### src/rtl/mult_arbiter.sv
// Round-robin arbiter sharing one radix-4 Booth multiplier among NREQ requesters; MULT_ARB_TIMEOUT_EN adds a WAIT watchdog.
// Latency: req_ready in grant cycle 0, mul_start in cycle 1, rsp_valid/mul_ack one cycle after mul_irq; all outputs registered.
// Backpressure: one transaction in flight; other requesters hold req_valid until their one-cycle req_ready pulse.
module mult_arbiter #(
  parameter int NREQ    = 4,
  parameter int TIMEOUT = 64
) (
  input  logic                 clk,
  input  logic                 resetn,
  input  logic [NREQ-1:0]      req_valid,
  input  logic [16*NREQ-1:0]   req_a,
  input  logic [16*NREQ-1:0]   req_b,
  output logic [NREQ-1:0]      req_ready,
  output logic                 rsp_valid,
  output logic [2:0]           rsp_id,
  output logic [31:0]          rsp_result,
  output logic                 rsp_err,
  output logic                 busy,
  output logic                 mul_start,
  output logic                 mul_ack,
  output logic                 mul_irq_enable,
  output logic [15:0]          mul_data_a,
  output logic [15:0]          mul_data_b,
  input  logic                 mul_busy,
  input  logic                 mul_irq,
  input  logic [31:0]          mul_result
);

  if (NREQ < 2 || NREQ > 8 || TIMEOUT < 1 || TIMEOUT > 255) begin : g_bad_param
    $error("mult_arbiter: NREQ must be 2..8 and TIMEOUT 1..255");
  end

  typedef enum logic [1:0] {
    S_IDLE,
    S_START,
    S_WAIT,
    S_ACK
  } state_t;

  state_t            state_q, state_d;
  logic [2:0]        ptr_q, ptr_d;
  logic [2:0]        gnt_q, gnt_d;

  logic              hi_vld, lo_vld, pick_vld;
  logic [2:0]        hi_idx, lo_idx, pick;
  logic [NREQ-1:0]   pick_oh;
  logic [15:0]       sel_a, sel_b;

  logic [NREQ-1:0]   req_ready_d;
  logic              rsp_valid_d;
  logic [2:0]        rsp_id_d;
  logic [31:0]       rsp_result_d;
  logic              busy_d;
  logic              start_d;
  logic              ack_d;
  logic [15:0]       a_d, b_d;

`ifdef MULT_ARB_TIMEOUT_EN
  logic [7:0]        cnt_q, cnt_d;
  logic              err_q, err_d;
  assign rsp_err = err_q;
`else
  assign rsp_err = 1'b0;
`endif

  // Round-robin pick: lowest set index at or above the pointer, else lowest below it.
  always_comb begin
    hi_vld = 1'b0;
    lo_vld = 1'b0;
    hi_idx = '0;
    lo_idx = '0;
    for (int i = NREQ - 1; i >= 0; i--) begin
      if (req_valid[i]) begin
        if (3'(i) >= ptr_q) begin
          hi_vld = 1'b1;
          hi_idx = 3'(i);
        end else begin
          lo_vld = 1'b1;
          lo_idx = 3'(i);
        end
      end
    end
    pick_vld = hi_vld | lo_vld;
    pick     = hi_vld ? hi_idx : lo_idx;

    pick_oh = '0;
    sel_a   = '0;
    sel_b   = '0;
    for (int i = 0; i < NREQ; i++) begin
      if (3'(i) == pick) begin
        pick_oh[i] = 1'b1;
        sel_a      = req_a[16*i +: 16];
        sel_b      = req_b[16*i +: 16];
      end
    end
  end

  always_comb begin
    state_d      = state_q;
    ptr_d        = ptr_q;
    gnt_d        = gnt_q;
    req_ready_d  = '0;
    rsp_valid_d  = 1'b0;
    rsp_id_d     = rsp_id;
    rsp_result_d = rsp_result;
    busy_d       = busy;
    start_d      = 1'b0;
    ack_d        = mul_ack;
    a_d          = mul_data_a;
    b_d          = mul_data_b;
`ifdef MULT_ARB_TIMEOUT_EN
    cnt_d        = cnt_q;
    err_d        = err_q;
`endif

    case (state_q)
      S_IDLE: begin
        if (pick_vld) begin
          req_ready_d = pick_oh;
          a_d         = sel_a;
          b_d         = sel_b;
          gnt_d       = pick;
          ptr_d       = (pick == 3'(NREQ - 1)) ? 3'd0 : pick + 3'd1;
          busy_d      = 1'b1;
          state_d     = S_START;
        end
      end

      S_START: begin
        start_d = 1'b1;
        state_d = S_WAIT;
`ifdef MULT_ARB_TIMEOUT_EN
        cnt_d   = '0;
`endif
      end

      S_WAIT: begin
        // irq is tested first so a product arriving on the watchdog's last cycle still wins
        if (mul_irq) begin
          rsp_result_d = mul_result;
          rsp_id_d     = gnt_q;
          rsp_valid_d  = 1'b1;
          ack_d        = 1'b1;
          state_d      = S_ACK;
`ifdef MULT_ARB_TIMEOUT_EN
          err_d        = 1'b0;
`endif
        end
`ifdef MULT_ARB_TIMEOUT_EN
        else if (cnt_q == 8'(TIMEOUT - 1)) begin
          rsp_result_d = '0;
          rsp_id_d     = gnt_q;
          rsp_valid_d  = 1'b1;
          ack_d        = 1'b1;
          err_d        = 1'b1;
          state_d      = S_ACK;
        end else begin
          cnt_d = cnt_q + 8'd1;
        end
`endif
      end

      S_ACK: begin
        if (!mul_busy) begin
          ack_d   = 1'b0;
          busy_d  = 1'b0;
          state_d = S_IDLE;
        end
      end

      default: state_d = S_IDLE;
    endcase
  end

  always_ff @(posedge clk or negedge resetn) begin
    if (!resetn) begin
      state_q        <= S_IDLE;
      ptr_q          <= '0;
      gnt_q          <= '0;
      req_ready      <= '0;
      rsp_valid      <= 1'b0;
      rsp_id         <= '0;
      rsp_result     <= '0;
      busy           <= 1'b0;
      mul_start      <= 1'b0;
      mul_ack        <= 1'b0;
      mul_irq_enable <= 1'b0;
      mul_data_a     <= '0;
      mul_data_b     <= '0;
`ifdef MULT_ARB_TIMEOUT_EN
      cnt_q          <= '0;
      err_q          <= 1'b0;
`endif
    end else begin
      state_q        <= state_d;
      ptr_q          <= ptr_d;
      gnt_q          <= gnt_d;
      req_ready      <= req_ready_d;
      rsp_valid      <= rsp_valid_d;
      rsp_id         <= rsp_id_d;
      rsp_result     <= rsp_result_d;
      busy           <= busy_d;
      mul_start      <= start_d;
      mul_ack        <= ack_d;
      mul_irq_enable <= 1'b1;
      mul_data_a     <= a_d;
      mul_data_b     <= b_d;
`ifdef MULT_ARB_TIMEOUT_EN
      cnt_q          <= cnt_d;
      err_q          <= err_d;
`endif
    end
  end

endmodule
### config.mk
export PLATFORM = sky130hd
export DESIGN_NAME = mult_arbiter
export DESIGN_NICKNAME = d
export VERILOG_FILES = /design/src/rtl/mult_arbiter.sv
export SDC_FILE = /design/constraint.sdc
export NUM_CORES = 1
export LEC_CHECK = 0
export BUFFER_PORTS_ARGS = -buffer_cell sky130_fd_sc_hd__buf_4
export CAP_MARGIN = 10
export CORE_ASPECT_RATIO = 1.2
export CORE_MARGIN = 3
export CORE_UTILIZATION = 48
export DETAILED_ROUTE_END_ITERATION = 10
export PLACE_DENSITY = 0.94
export SYNTH_ARGS = -nofsm -noshare
export SYNTH_HDL_FRONTEND = slang
export SYNTH_SLANG_ARGS = --single-unit
### constraint.sdc
create_clock -name clk -period 3.4 [get_ports clk]
set_input_delay 0.34 -clock clk [delete_from_list [all_inputs] [get_ports clk]]
set_output_delay 0.34 -clock clk [all_outputs]
set_load 0.05 [all_outputs]
# Yosys cells after proc, flatten, opt, wreduce, memory -nomap -nowiden
# Cells that the tools add are included.
[op_classes] n_mul=0 eq_ne=10 bitwise=1 magnitude_cmp=4 div_mod_pow=0 n_addsub=1 shift=0 reduce_logical=9 muxes=60
[op_table] operator="16-bit 2-to-1 mux" n=8
[op_table] operator="3-bit 2-to-1 mux" n=14
[op_table] operator="1-bit 2-to-1 mux" n=26
[op_table] operator="2-bit 2-to-1 mux" n=7
[op_table] operator="3-bit AND reduction" n=3
[op_table] operator="4-bit 2-to-1 mux" n=2
[op_table] operator="2-bit one-hot mux with 4 select lines" n=1
[op_table] operator="2-bit by 3-bit equality test with 1-bit output (first input constant)" n=2
[op_table] operator="1-bit by 3-bit greater-or-equal comparator with 1-bit output (first input constant)" n=2
[op_table] operator="2-bit by 3-bit greater-or-equal comparator with 1-bit output (first input constant)" n=2
[op_table] operator="2-bit inequality test (second input constant)" n=3
[op_table] operator="2-bit equality test (second input constant)" n=2
[op_table] operator="1-bit one-hot mux with 2 select lines" n=2
[op_table] operator="2-bit AND reduction" n=2
[op_table] operator="2-bit nonzero test" n=2
[op_table] operator="3-bit by 1-bit adder with 3-bit output (second input constant)" n=1
[op_table] operator="1-bit by 3-bit equality test with 1-bit output (first input constant)" n=1
[op_table] operator="3-bit by 2-bit equality test with 1-bit output (second input constant)" n=1
[op_table] operator="3-bit zero test" n=1
[op_table] operator="2-bit by 1-bit equality test with 1-bit output (second input constant)" n=1
[op_table] operator="2-bit zero test" n=1
[op_table] operator="1-bit bitwise OR" n=1
[word_totals] out_inout_bits=77 ramBits=0 latchBits=0 n_memories=0 romBits=0 inputBits=168 elab_cells=98 register_bits=84

# Logic depth before layout (Yosys ltp)
# Gate-level depths: netlist (run 1).
[depth] depth_word=15 depth_mapped=9 mapped_depth_nobuf=7

# Least setup slack after synthesis (run 1)
# No wires, ideal clock.
[synth_path] kind="in2reg" start="input req_valid[2]" end="register mul_data_a[10]" t_required_ps=3323 cell_stages=9 setup_time_ps=77 path_buffers=2 path_slack_ps=1287 arrival_ps=2035 path_cell_list="nor2b_1 -> a311oi_1 -> or2_2 -> ha_1 -> buf_2 -> clkbuf_1 -> a21oi_1 -> a221o_1 -> a21oi_1"
[synth_via] elab_chain_cells=11 word_cells_on_any_way=31 cone_classes="eq/ne (3); mux (25); bitwise (1); reduce/logical (2)"
[synth_lines] item="from (decl)" line_no="10" text="input logic [NREQ-1:0] req_valid,"
[synth_lines] item="3-bit 2-to-1 mux or 1-bit 2-to-1 mux (tied branches)" line_no="73" text="if (req_valid[i]) begin"
[synth_lines] item="3-bit 2-to-1 mux or 1-bit 2-to-1 mux (tied branches)" line_no="74" text="if (3'(i) >= ptr_q) begin"
[synth_lines] item="3-bit 2-to-1 mux or 1-bit 2-to-1 mux (tied branches)" line_no="73"
[synth_lines] item="3-bit 2-to-1 mux or 1-bit 2-to-1 mux (tied branches)" line_no="74"
[synth_lines] item="3-bit 2-to-1 mux or 1-bit 2-to-1 mux (tied branches)" line_no="73"
[synth_lines] item="3-bit 2-to-1 mux" line_no="84" text="pick = hi_vld ? hi_idx : lo_idx;"
[synth_lines] item="3-bit zero test" line_no="90" text="if (3'(i) == pick) begin"
[synth_lines] item="16-bit 2-to-1 mux (4 in series)" line_no="90"
[synth_lines] item="to (signal assigned)" line_no="188" text="mul_data_a <= '0;"
[synth_lines] item="to (signal assigned)" line_no="206" text="mul_data_a <= a_d;"
[synth_lines] item="to (decl)" line_no="22" text="output logic [15:0] mul_data_a,"
# Parallel ways exist; a longest one is shown, timed or not.
# A chain may end at the register's enable or synchronous reset.

# Worst setup path after layout (run 1)
[layout_path] start="register ptr_q[0]" end="register mul_data_b[6]"
[layout_via] elab_chain_cells=15 word_cells_on_any_way=47 cone_classes="order compare (4); eq/ne (3); mux (37); bitwise (1); reduce/logical (2)"
[layout_lines] item="from (decl)" line_no="41" text="logic [2:0] ptr_q, ptr_d;"
[layout_lines] item="from (signal assigned)" line_no="196" text="ptr_q <= ptr_d;"
[layout_lines] item="2-bit by 3-bit greater-or-equal comparator with 1-bit output" line_no="74"
[layout_lines] item="2-bit 2-to-1 mux or 1-bit 2-to-1 mux (tied branches)" line_no="74"
[layout_lines] item="2-bit 2-to-1 mux or 1-bit 2-to-1 mux (tied branches)" line_no="73"
[layout_lines] item="3-bit 2-to-1 mux or 1-bit 2-to-1 mux (tied branches)" line_no="74"
[layout_lines] item="3-bit 2-to-1 mux or 1-bit 2-to-1 mux (tied branches)" line_no="73"
[layout_lines] item="3-bit 2-to-1 mux or 1-bit 2-to-1 mux (tied branches)" line_no="74"
[layout_lines] item="3-bit 2-to-1 mux or 1-bit 2-to-1 mux (tied branches)" line_no="73"
[layout_lines] item="3-bit 2-to-1 mux or 1-bit 2-to-1 mux (tied branches)" line_no="74"
[layout_lines] item="3-bit 2-to-1 mux or 1-bit 2-to-1 mux (tied branches)" line_no="73"
[layout_lines] item="3-bit 2-to-1 mux" line_no="84"
[layout_lines] item="3-bit zero test" line_no="90"
[layout_lines] item="16-bit 2-to-1 mux (4 in series)" line_no="90"
[layout_lines] item="to (signal assigned)" line_no="189" text="mul_data_b <= '0;"
[layout_lines] item="to (signal assigned)" line_no="207" text="mul_data_b <= b_d;"
[layout_lines] item="to (decl)" line_no="23" text="output logic [15:0] mul_data_b,"
# Parallel ways exist; a longest one is shown, timed or not.

==> results of run 1 <==
[cells in the mapped netlist (7+ instances only)]
| cell | number |
|---|---|
| inv_1 | 37 |
| dfrtp_1 | 81 |
| nand2_1 | 7 |
| nand3b_1 | 32 |
| nor2_1 | 36 |
| mux2_2 | 35 |
| buf_2 | 12 |
| a221o_1 | 32 |
| ha_1 | 8 |
| clkbuf_1 | 17 |
| a21oi_1 | 97 |
[power by group]
group | leakage [uW] | switching [uW] | internal [uW]
logic | 0.00204 | 2820 | 1580
clock network | 0.000107 | 343 | 436
registers | 0.000952 | 279 | 1450
[worst register-to-register path, stage by stage (launching register included)]
cell	delay (ns)
dfrtp_1	0.40
nand2b_1	0.18
a21oi_1	0.28
or3_1	0.20
ha_2	0.56
buf_12	0.28
a21oi_1	0.07
a221o_1	0.33
a21oi_1	0.14
[logic make-up after synthesis]
kind of cell,after synthesis
compound gates,143
simple gates,90
flops,81
buf+inv,75
mux,36
fa+ha+maj,8
other cells,2
[worst paths after layout]
path / endpoint / slack, ns / start
worst max-delay path: mul_data_b[6]$_DFFE_PN0P_ / 0.89 / ptr_q[0]$_DFFE_PN0P_
worst min-delay path: rsp_result[22]$_DFFE_PN0P_ / 0.14 / resetn
worst max register to register: mul_data_b[6]$_DFFE_PN0P_ / 0.89 / ptr_q[0]$_DFFE_PN0P_
worst min register to register: gnt_q[1]$_DFFE_PN0P_ / 0.49 / gnt_q[1]$_DFFE_PN0P_
max in group asynchronous: rsp_result[16]$_DFFE_PN0P_ / 2.60 / resetn
min in group clk: rsp_result[20]$_DFFE_PN0P_ / 0.21 / mul_result[20]
[layout make-up]
cell class,instances,area (um2),area share
sequential,81,2027,0.3163
timing repair buffer,249,1919,0.2996
tap,117,146.4,0.02285
clock inverter,4,76.32,0.01191
clock buffer,12,145.1,0.02265
inverter,37,138.9,0.02168
multi-input combinational,280,1954,0.3050
[flip-flops by register name (all words and copies together), names as in the netlist, 2 cells and up]
| signal | count |
|---|---|
| state_q | 2 |
| mul_data_b | 16 |
| ptr_q | 2 |
| gnt_q | 2 |
| rsp_result | 32 |
| req_ready | 4 |
| mul_data_a | 16 |
| rsp_id | 2 |
[per-layer routing]
layer / wire length (um) / part of all wire / track usage / vias to the layer above
met5: 0 / 0 / 0 / -
met4: 267 / 0.020 / 0.08705 / 0
met3: 1250 / 0.094 / 0.07392 / 22
met2: 6746 / 0.51 / 0.4370 / 225
met1: 4969 / 0.38 / 0.2897 / 2018
li1: - / - / - / 1986
[through the flow]
stage,utilization,cell area [um2]
2_1_floorplan,-,4310
3_3_place_gp,0.7146,6186
3_5_place_dp,0.7146,6186
4_1_cts,0.7401,6407
5_1_grt,0.7401,6407
6_report,0.7401,6407
==> impl_metrics.yaml, run 1 <==
status:
  status: "complete, no violations"
setup_path:
  crit_top_cell: "a21oi_1"
  startpoint_type: "register"
  critical-path-max-stage-delay_ns: 0.56
  critPathTopFamily: "compound AO/OA/AOI/OAI gates"
  rr_worst_depth: 8
  cp.arrival_ns: 2.79
  cp_slowest_cell: "ha_2"
  path_buf_inv: 1
  path_class: "register to register"
  crit_path_end_kind: "register"
  required_ns: 3.68
  cp_cell_sequence: "nand2b_1, a21oi_1, or3_1, ha_2, buf_12, a21oi_1, a221o_1, a21oi_1"
  path_depth: 8
  cp_max_fo: 38
synth:
  synth-compound-area-share: 0.2170
  syn_area_per_cell_um2: 9.900
  synthesis.area_mm2: 0.004307
  ys_types: 34
  synthAdderAreaFrac: 0.02324
  synth_seq_cells: 81
  synthFlopType: "dfrtp_1"
  synth_top_area_frac: 0.4707
  synth.mux.area_fraction: 0.09384
  synth-simple-area-share: 0.1150
  synthArstFlopShare: 1.000
  synth_top_family_by_area: "compound AO/OA/AOI/OAI gates"
  synthXorXnorAreaFrac: 0
  postSynthCellCount: 435
  netlist_top_cells_area: "dfrtp_1 (47%), a21oi_1 (11%), mux2_2 (9.2%)"
  synth_top_area_cell: "dfrtp_1"
  yosysWarnings: 0
  seq_area_frac_synth: 0.4707
  synth-edff-count: 0
sta:
  whs_ns: 0.1364
  min_period_ns: 2.510
  slew_headroom: 0.3245
  final-max-slew-violation-count: 0
  worstMarginPinSlew_ns: 1.013
  setup_viol: 0
  grt_setup_unrepaired: "no"
  clock.fmax_ghz: 0.3985
  setup_tns_ns: 0
  finalHoldViolations: 0
  clock_skew_ns: 0.01305
  fin_crit_sh: 0.7381
  finalWorstSetupSlack_ns: 0.8905
clock_network:
  cts_resized: 0
  clkSinkCount: 81
  cts_tree: "done"
  clock_insertion_delay_worst_skew_ns: 0.36
  postCtsSetupRepairBufs: 0
  path_clk_slew_ns: 0.09
  numCtsBuffers: 9
  cts.path.max_buffers: 2
  hold_buffers: 0
  htreeDepth: 3
  root_buffer: "clkbuf_8"
global_route:
  first_global_vias: 4022
  grtUsageTotal: 0.2488
  grt_pass1_wl_mm: 19.75
  grt_max_degree: 82
  grt-ovfl-total: 0
  grt_antenna_before_repair: 0
cells_and_area:
  diodes: 0
  synthToLayoutAreaGrowth_pct: 48.78
  most-common-layout-cells: "buf_4 (245), a21oi_1 (97), dfrtp_1 (81)"
  fillers: 575
  nNetsFinal: 834
  final_cells: 780
  final_common_cell: "buf_4"
  layout-drive-gt1-share: 0.4600
drt:
  drc: 0
  wl_mm: 13.23
  avgViaCountPerCell: 5.450
  ant_nets: 0
  num_vias: 4251
  drtIter0Drc: 240
  drtPass1Iterations: 4
  routedWlPerCell_um: 16.97
placement:
  pre_cts_ws_ns: 0.7677
  port_buffers: 242
  dp_cells: 764
  dp_hpwl_mm: 9.951
  place_congestion: 0.8282
floorplanning:
  fp.dieH_um: 109.8
  io_pins: 245
  rows: 37
  coreArea_mm2: 0.008657
  initial_core_util: 0.4975
  die_w_um: 92.47
  die_area_mm2: 0.01015
flow_run:
  maxCapViolCount: 0
power_and_ir_drop:
  powerDensity_mw_per_mm2: 1078
  p_total_uw: 6904
  p_leak_uw: 0.003103
  irDropWorstVdd_uv: 634.8
min_path:
  hold_path.class: "input pin to asynchronous set/reset pin"
No activity file was read; power rests on OpenSTA's default activity.
==> run 2: changes to the inputs <==
--- a/config.mk
+++ b/config.mk
@@ -9,9 +9,9 @@
 export CAP_MARGIN = 10
 export CORE_ASPECT_RATIO = 1.2
 export CORE_MARGIN = 3
-export CORE_UTILIZATION = 48
+export CORE_UTILIZATION = 45
 export DETAILED_ROUTE_END_ITERATION = 10
-export PLACE_DENSITY = 0.94
+export PLACE_DENSITY = 0.9
 export SYNTH_ARGS = -nofsm -noshare
 export SYNTH_HDL_FRONTEND = slang
 export SYNTH_SLANG_ARGS = --single-unit
==> constraint.sdc (replaced) <==
create_clock -name clk -period 2.52 [get_ports clk]
set_input_delay 0.252 -clock clk [delete_from_list [all_inputs] [get_ports clk]]
set_output_delay 0.252 -clock clk [all_outputs]
set_load 0.05 [all_outputs]
==> impl_metrics.yaml, run 2 (synthesized netlist as in run 1, its figures left out) <==
cells_and_area:
  most-common-layout-cells: "buf_4 (250), a21oi_1 (97), dfrtp_1 (81)"
  diodes: 0
  layout-drive-gt1-share: 0.4663
  final_common_cell: "buf_4"
  largest-register: "rsp_result"
  nNetsFinal: 839
  postLayoutCoreUtil: 0.6969
  synthToLayoutAreaGrowth_pct: 48.49
  top_regs: "rsp_result (32), mul_data_a (16), mul_data_b (16)"
  largest_reg_flops: 32
drt:
  drc: 0
  avgViaCountPerCell: 5.349
  wl_mm: 13.00
  drtIter0Drc: 183
  num_vias: 4210
  drtPass1Iterations: 4
  routedWlPerCell_um: 16.51
  ant_nets: 0
setup_path:
  crit_path_end_kind: "register"
  cp_slowest_cell: "dfrtp_1"
  crit_top_cell: "a21oi_1"
  startpoint_type: "register"
  worst-r2r-setup-slack_ns: 0.24
  rr_worst_depth: 8
  cp_cell_sequence: "nand2_1, a311oi_2, or2_2, ha_2, buf_4, a21oi_1, a221o_1, a21oi_1"
  critical-path-max-stage-delay_ns: 0.43
  required_ns: 2.79
  path_class: "register to register"
  cp_max_fo: 31
  cp.arrival_ns: 2.55
power_and_ir_drop:
  p_leak_uw: 0.003098
  irDropWorstVdd_uv: 811.5
  swShare: 0.5091
  comb_power_share: 0.657
  internal_power_uw: 4455
  power_frac_seq: 0.254
  powerDensity_mw_per_mm2: 1419
  power_switching_uw: 4621
  pwr-share-clk: 0.089
  p_total_uw: 9076
flow_run:
  maxCapViolCount: 0
global_route:
  first_global_vias: 4208
  grt_max_degree: 82
  grt_pass1_wl_mm: 20.04
  grt_antenna_before_repair: 0
  grtUsageTotal: 0.2356
  grt-ovfl-total: 0
sta:
  worstMarginPinSlew_ns: 1.000
  slew_headroom: 0.3330
  finalHoldViolations: 0
  min_period_ns: 2.282
  setup_viol: 0
  setup_tns_ns: 0
  clock.fmax_ghz: 0.4382
  grt_setup_unrepaired: "no"
  fin_crit_sh: 0.9055
  final-max-slew-violation-count: 0
  clock_skew_ns: 0.007260
floorplanning:
  initial_core_util: 0.4693
  die_area_mm2: 0.01079
  fp.dieH_um: 113.2
  coreArea_mm2: 0.009176
  io_pins: 245
  rows: 38
  die_w_um: 95.31
placement:
  place_congestion: 0.8230
  port_buffers: 242
  dp_hpwl_mm: 9.874
min_path:
  hold_path.class: "input pin to asynchronous set/reset pin"
clock_network:
  postCtsSetupRepairBufs: 0
  clock_insertion_delay_worst_skew_ns: 0.34
  path_clk_slew_ns: 0.08
  cts_tree: "done"
  htreeDepth: 3
  numCtsBuffers: 9
  cts.path.max_buffers: 2
  clkSinkCount: 81
  root_buffer: "clkbuf_8"
status:
  status: "complete, no violations"
run 2: cell count changes in the layout (fill, tap and decap cells not counted), sizes merged:
cell and change:
buf +5, clkinvlp +1, bufinv -2, clkbuf -2, clkinv +2
run 2: critical path: cells and delay by family, from the launching register on:
kind | cells | cell delay (ns)
AOI/OAI and AO/OA | 4 | 1.02
adders and majority gates | 1 | 0.18
buffers and inverters | 1 | 0.27
DFF | 1 | 0.43
and+or+nand+nor | 2 | 0.30
run 2: timing repair:
item                                    CTS  global route
gates resized for setup                   0             1
endpoints found under the setup margin    0             4
hold buffers                              0             0
run 2: power by group through the flow:
stage	registers [uW]	logic (uW)	clock network [uW]
6_report	2310	5960	805
5_1_grt	2380	6370	886
4_1_cts	2310	5990	829
3_5_place_dp	2340	5980	0
3_3_place_gp	2290	5850	0
2_1_floorplan	4330	2170	0
run 2: path summary, 6_finish.rpt:
kind                                      start                    endpoint
setup / recovery           ptr_q[1]$_DFFE_PN0P_   mul_data_a[1]$_DFFE_PN0P_
hold / removal                           resetn  rsp_result[18]$_DFFE_PN0P_
setup reg to reg           ptr_q[1]$_DFFE_PN0P_   mul_data_a[1]$_DFFE_PN0P_
hold reg to reg            gnt_q[0]$_DFFE_PN0P_        gnt_q[0]$_DFFE_PN0P_
max in group asynchronous                resetn   mul_data_b[3]$_DFFE_PN0P_
min in group clk                 mul_result[21]  rsp_result[21]$_DFFE_PN0P_
run 2: per-layer routing:
layer / vias up / GRT usage / part of all wire
li1: 1990 / - / -
met1: 1962 / 0.2757 / 0.37
met2: 229 / 0.4157 / 0.51
met3: 29 / 0.04854 / 0.092
met4: 0 / 0.09240 / 0.028
met5: - / 0 / 0
run 2: through the flow:
| stage | worst slack [ns] | cells | hold slack (ns) | instance area [um2] |
|---|---|---|---|---|
| global route | 0.09232 | 787 | 0.1147 | 6395 |
| CTS | 0.2246 | 787 | 0.1021 | 6389 |
| finish | 0.2381 | 787 | 0.07372 | 6395 |
| global placement | 0.2975 | 772 | 0.4717 | 6227 |
| floorplan | 0.4237 | 436 | -0.04359 | 4310 |
| detailed placement | 0.2025 | 772 | 0.4654 | 6227 |
run 2: cell type report:
class | count | area (um2)
clock buffers | 10 | 127.6
clock inverters | 5 | 33.78
fillers | 668 | 2781
inverters | 37 | 138.9
multi-input cells | 280 | 1961
flip-flops and latches | 81 | 2027
well taps | 120 | 150.1
repair buffers | 254 | 1957
